$ cat config.mk
export PLATFORM = sky130hd
export DESIGN_NAME = truth_table_engine
export DESIGN_NICKNAME = d
export VERILOG_FILES = /design/src/rtl/truth_table_engine.sv
export SDC_FILE = /design/constraint.sdc
export NUM_CORES = 1
export LEC_CHECK = 0
export ABC_CLOCK_PERIOD_IN_PS = 3700
export CORE_MARGIN = 5
export CORE_UTILIZATION = 50
export CTS_CLUSTER_SIZE = 12
export DETAILED_ROUTE_END_ITERATION = 7
export GPL_TIMING_DRIVEN = 0
export PLACE_DENSITY = 0.72
export SLEW_MARGIN = 20
export SYNTH_ARGS = -nofsm -noshare
export SYNTH_HDL_FRONTEND = slang
export SYNTH_SLANG_ARGS = --single-unit
export TNS_END_PERCENT = 100
$ cat constraint.sdc
create_clock -name clk -period 3.7 [get_ports clk]
set_clock_uncertainty 0.2 [all_clocks]
set_input_delay 0.37 -clock clk [delete_from_list [all_inputs] [get_ports clk]]
set_output_delay 0.37 -clock clk [all_outputs]
set_load 0.05 [all_outputs]
$ cat src/rtl/truth_table_engine.sv
// Programmable N-input boolean function unit: serially loaded truth table,
// registered live evaluation, and an exhaustive sweep that counts minterms.
module truth_table_engine #(
  parameter int N = 4
) (
  input  logic         clk,
  input  logic         rst,
  input  logic         load_en,
  input  logic         load_bit,
  output logic         load_done,
  output logic         table_ready,
  input  logic [N-1:0] x,
  output logic         z,
  input  logic         sweep_start,
  output logic         busy,
  output logic         sweep_valid,
  output logic [N-1:0] sweep_x,
  output logic         sweep_z,
  output logic         sweep_done,
  output logic [N:0]   ones_count
);
  localparam int DEPTH = 2**N;

  typedef enum logic [1:0] {IDLE, SWEEP, DONE} state_t;

  state_t           state, state_nxt;
  logic [DEPTH-1:0] tbl;
  logic [N-1:0]     ptr;
  logic [N:0]       cnt;
  logic [N-1:0]     nxt_idx;
  logic             load_acc, sweep_acc, last_entry;

  always_comb begin
    state_nxt  = state;
    load_acc   = 1'b0;
    sweep_acc  = 1'b0;
    last_entry = (cnt == (N+1)'(DEPTH-1));
    nxt_idx    = cnt[N-1:0] + 1'b1;
    case (state)
      IDLE: begin
        load_acc = load_en;
        // load takes precedence over a same-cycle sweep request
        if (sweep_start && table_ready && !load_en) begin
          sweep_acc = 1'b1;
          state_nxt = SWEEP;
        end
      end
      SWEEP:   if (last_entry) state_nxt = DONE;
      DONE:    state_nxt = IDLE;
      default: state_nxt = IDLE;
    endcase
  end

  always_ff @(posedge clk) begin
    if (rst) begin
      state       <= IDLE;
      tbl         <= '0;
      ptr         <= '0;
      cnt         <= '0;
      z           <= 1'b0;
      load_done   <= 1'b0;
      table_ready <= 1'b0;
      busy        <= 1'b0;
      sweep_valid <= 1'b0;
      sweep_x     <= '0;
      sweep_z     <= 1'b0;
      sweep_done  <= 1'b0;
      ones_count  <= '0;
    end else begin
      state      <= state_nxt;
      z          <= tbl[x];
      load_done  <= 1'b0;
      sweep_done <= 1'b0;
      if (load_acc) begin
        tbl[ptr] <= load_bit;
        ptr      <= ptr + 1'b1;
        if (ptr == N'(DEPTH-1)) begin
          load_done   <= 1'b1;
          table_ready <= 1'b1;
        end
      end
      // sweep outputs present entry cnt; it is tallied as the cycle closes
      case (state)
        IDLE: if (sweep_acc) begin
          cnt         <= '0;
          ones_count  <= '0;
          busy        <= 1'b1;
          sweep_valid <= 1'b1;
          sweep_x     <= '0;
          sweep_z     <= tbl[0];
        end
        SWEEP: begin
          ones_count <= ones_count + (N+1)'(tbl[cnt[N-1:0]]);
          cnt        <= cnt + 1'b1;
          if (last_entry) begin
            sweep_valid <= 1'b0;
            sweep_done  <= 1'b1;
          end else begin
            sweep_x <= nxt_idx;
            sweep_z <= tbl[nxt_idx];
          end
        end
        DONE:    busy <= 1'b0;
        default: ;
      endcase
    end
  end
endmodule
==> flow_summary.json <==
{
  "status": "finished, final reports clean",
  "vias": 1765,
  "cp-start-kind": "flop",
  "worst-path-max-fanout": 10,
  "clockBufferDepth": 2,
  "tightestPinTransition_ps": 593,
  "clock_latency_ps": 300,
  "htree_num_levels": 2,
  "p_leak_nw": 1.03,
  "end_kind": "flop",
  "synth_flop_cell": "dfxtp_1",
  "holdBufCountCts": 0,
  "clock-root-buffer": "clkbuf_8",
  "portBuffers": 24,
  "cp.required_ps": 3680,
  "path_clk_slew_ps": 80,
  "fin_crit_ps": 2700,
  "synthCells": 226,
  "crit_chain": "buf_2 > mux4_2 > mux4_2 > ha_1 > ha_1 > nand4_1 > xor2_1 > nor2_1",
  "dr.pass1.iters": 5,
  "fp.dieArea_um2": 5800,
  "io_pins": 25,
  "cts.sinks": 43,
  "cpPeakStageDelay_ps": 530,
  "cp.arrival_ps": 2680,
  "syn_to_final_growth_pct": 18.0,
  "crit_slowest_cell": "mux4_2",
  "synthesis.nets": 243,
  "synth_top_cell_by_area": "dfxtp_1",
  "grt_max_degree": 13,
  "vias_per_cell": 5.71,
  "power_per_cell_area_nw_per_um2": 327,
  "core_area_um2": 4290,
  "grt_pass1_wl_um": 8220,
  "place_congestion": 0.921,
  "synth_common_cells": "43 x dfxtp_1, 43 x nor2_1, 15 x a21oi_1, 14 x mux2i_1, 13 x nand3_1",
  "wl_per_cell_um": 15.4,
  "yosysWarnings": 0,
  "antenna_left": 0,
  "cts_buffers": 5,
  "hp-class": "reg2reg",
  "synth_area_um2": 2190,
  "power_uw": 843,
  "tritoncts": "built",
  "routed_wl_um": 4750,
  "slew_headroom_pct": 60.4,
  "synth_edf_count": 0,
  "ys_ff_latch": 43,
  "grt-ovfl-total": 0,
  "yosys.area.top_type_share_pct": 39.4,
  "max_freq_mhz": 370,
  "slew_violations": 0,
  "yosysUniqueCellTypes": 35,
  "crit_family": "multiplexers",
  "synth_area_leaders": "dfxtp_1 39%, mux4_2 10%, nor2_1 7.4%",
  "nets": 274,
  "rows": 24,
  "antenna_cells": 0,
  "finalHoldViolCount": 0,
  "fillCellCount": 404,
  "drt_iter0_markers": 142,
  "drive_gt1_share_pct": 9.34,
  "design_area_um2": 2580,
  "initial_core_util_pct": 50.9,
  "die_h_um": 76.1,
  "setup_violations": 0,
  "path_buf_inv": 1,
  "criticalPathCategory": "reg2reg",
  "async_flop_share_pct": 0,
  "cts-resized-gates": 0,
  "drc": 0,
  "antenna_found_initial": 0,
  "rsz0062_at_grt": "no",
  "peakVddDrop_mv": 0.191,
  "die_w_um": 76.1,
  "grt_pass1_vias": 1725,
  "dpl_cell_area_um2": 2490,
  "dp_hpwl_um": 3540,
  "ys_seq_area_share_pct": 39.4,
  "syn_area_per_cell_um2": 9.68,
  "finish.utilization_pct": 60.1,
  "grtUsageTotal_pct": 17.4,
  "fin_tns_setup_ps": 0,
  "postCtsSetupRepairBufs": 0,
  "maxCapViolCount": 0,
  "fin_crit_sh_pct": 73.1
}
sequential cells by signal, summed over array words and instances, names as in the netlist, 2 cells and up:
| register | count |
|---|---|
| tbl | 16 |
| cnt | 5 |
| ptr | 4 |
| ones_count | 5 |
| sweep_x | 4 |
| state | 2 |
cell usage in the layout, fill, tap and decap left out, types with 2 or more instances in the layout:
master,synthesis,layout
a22oi_1,6,6
buf_2,3,3
a21oi_1,15,15
nand2_1,7,7
mux4_1,4,4
dfxtp_1,43,43
and3_1,2,2
mux4_2,10,10
o21ai_0,3,3
nor2b_1,2,2
inv_1,8,8
nor3_1,5,5
clkbuf_8,0,6
mux2i_1,14,14
clkbuf_1,9,9
nand3b_1,2,2
ha_1,8,8
clkdlybuf4s50_1,0,24
xnor2_1,4,4
and2_1,2,2
nor2_1,43,43
nand4_1,6,6
nand3_1,13,13
xor2_1,4,4
cell families (layout without fill, tap and decap cells):
family	count (synthesis)	in the layout	share of synthesized area, %
xor+xnor	8	8	3.20
compound gates	29	29	7.95
flops	43	43	39.4
mux	29	29	22.0
fa+ha+maj	8	8	4.58
simple gates	87	87	18.8
buf+inv	22	53	4.12
worst paths after layout:
check                                         startpoint                    endpoint  slack (ps)  cells after the start
worst max-delay path                 cnt[0]$_SDFFE_PP0P_  ones_count[4]$_SDFFE_PP0P_        1000                      8
worst max register to register       cnt[0]$_SDFFE_PP0P_  ones_count[4]$_SDFFE_PP0P_        1000                      8
worst min-delay path            table_ready$_SDFFE_PP0P_    table_ready$_SDFFE_PP0P_         280                      2
worst min register to register  table_ready$_SDFFE_PP0P_    table_ready$_SDFFE_PP0P_         280                      2
area by class of cell:
type,instances,area [um^2],area share (%)
Clock inverter,1,5.00,0.194
Inverter,8,30.0,1.16
Sequential cell,43,861,33.4
Buffer,14,60.1,2.33
Timing Repair Buffer,24,240,9.31
Clock buffer,6,82.6,3.20
Tap cell,52,65.1,2.52
Multi-Input combinational cell,161,1240,47.9
worst reg2reg max path, cell delays in order (launching register included):
cell,delay [ps]
dfxtp_1,400
buf_2,270
mux4_2,530
mux4_2,480
ha_1,220
ha_1,190
nand4_1,100
xor2_1,140
nor2_1,50
where the power goes:
part	total, mW	leakage [nW]	internal, mW	switching, mW
logic	0.0653	0.636	0.0283	0.0370
registers	0.473	0.347	0.468	0.00578
clock network	0.304	0.0470	0.147	0.157
per-layer routing:
layer,wire [um],up-vias,part of all wire [%],GRT usage [%]
li1,-,871,-,-
met1,2280,847,48,23.5
met2,2170,38,46,27.3
met3,213,9,4.5,3.07
met4,93,0,2.0,7.34
met5,0,-,0,0
stage by stage:
step	hold WS [ps]	std cells	worst slack, ps
after global placement	261	302	1000
after detailed placement	273	302	981
final	277	309	996
after global routing	307	309	827
after floorplan	251	226	1130
after CTS	285	309	977
Note: power is estimated with default switching activity, not from simulation.
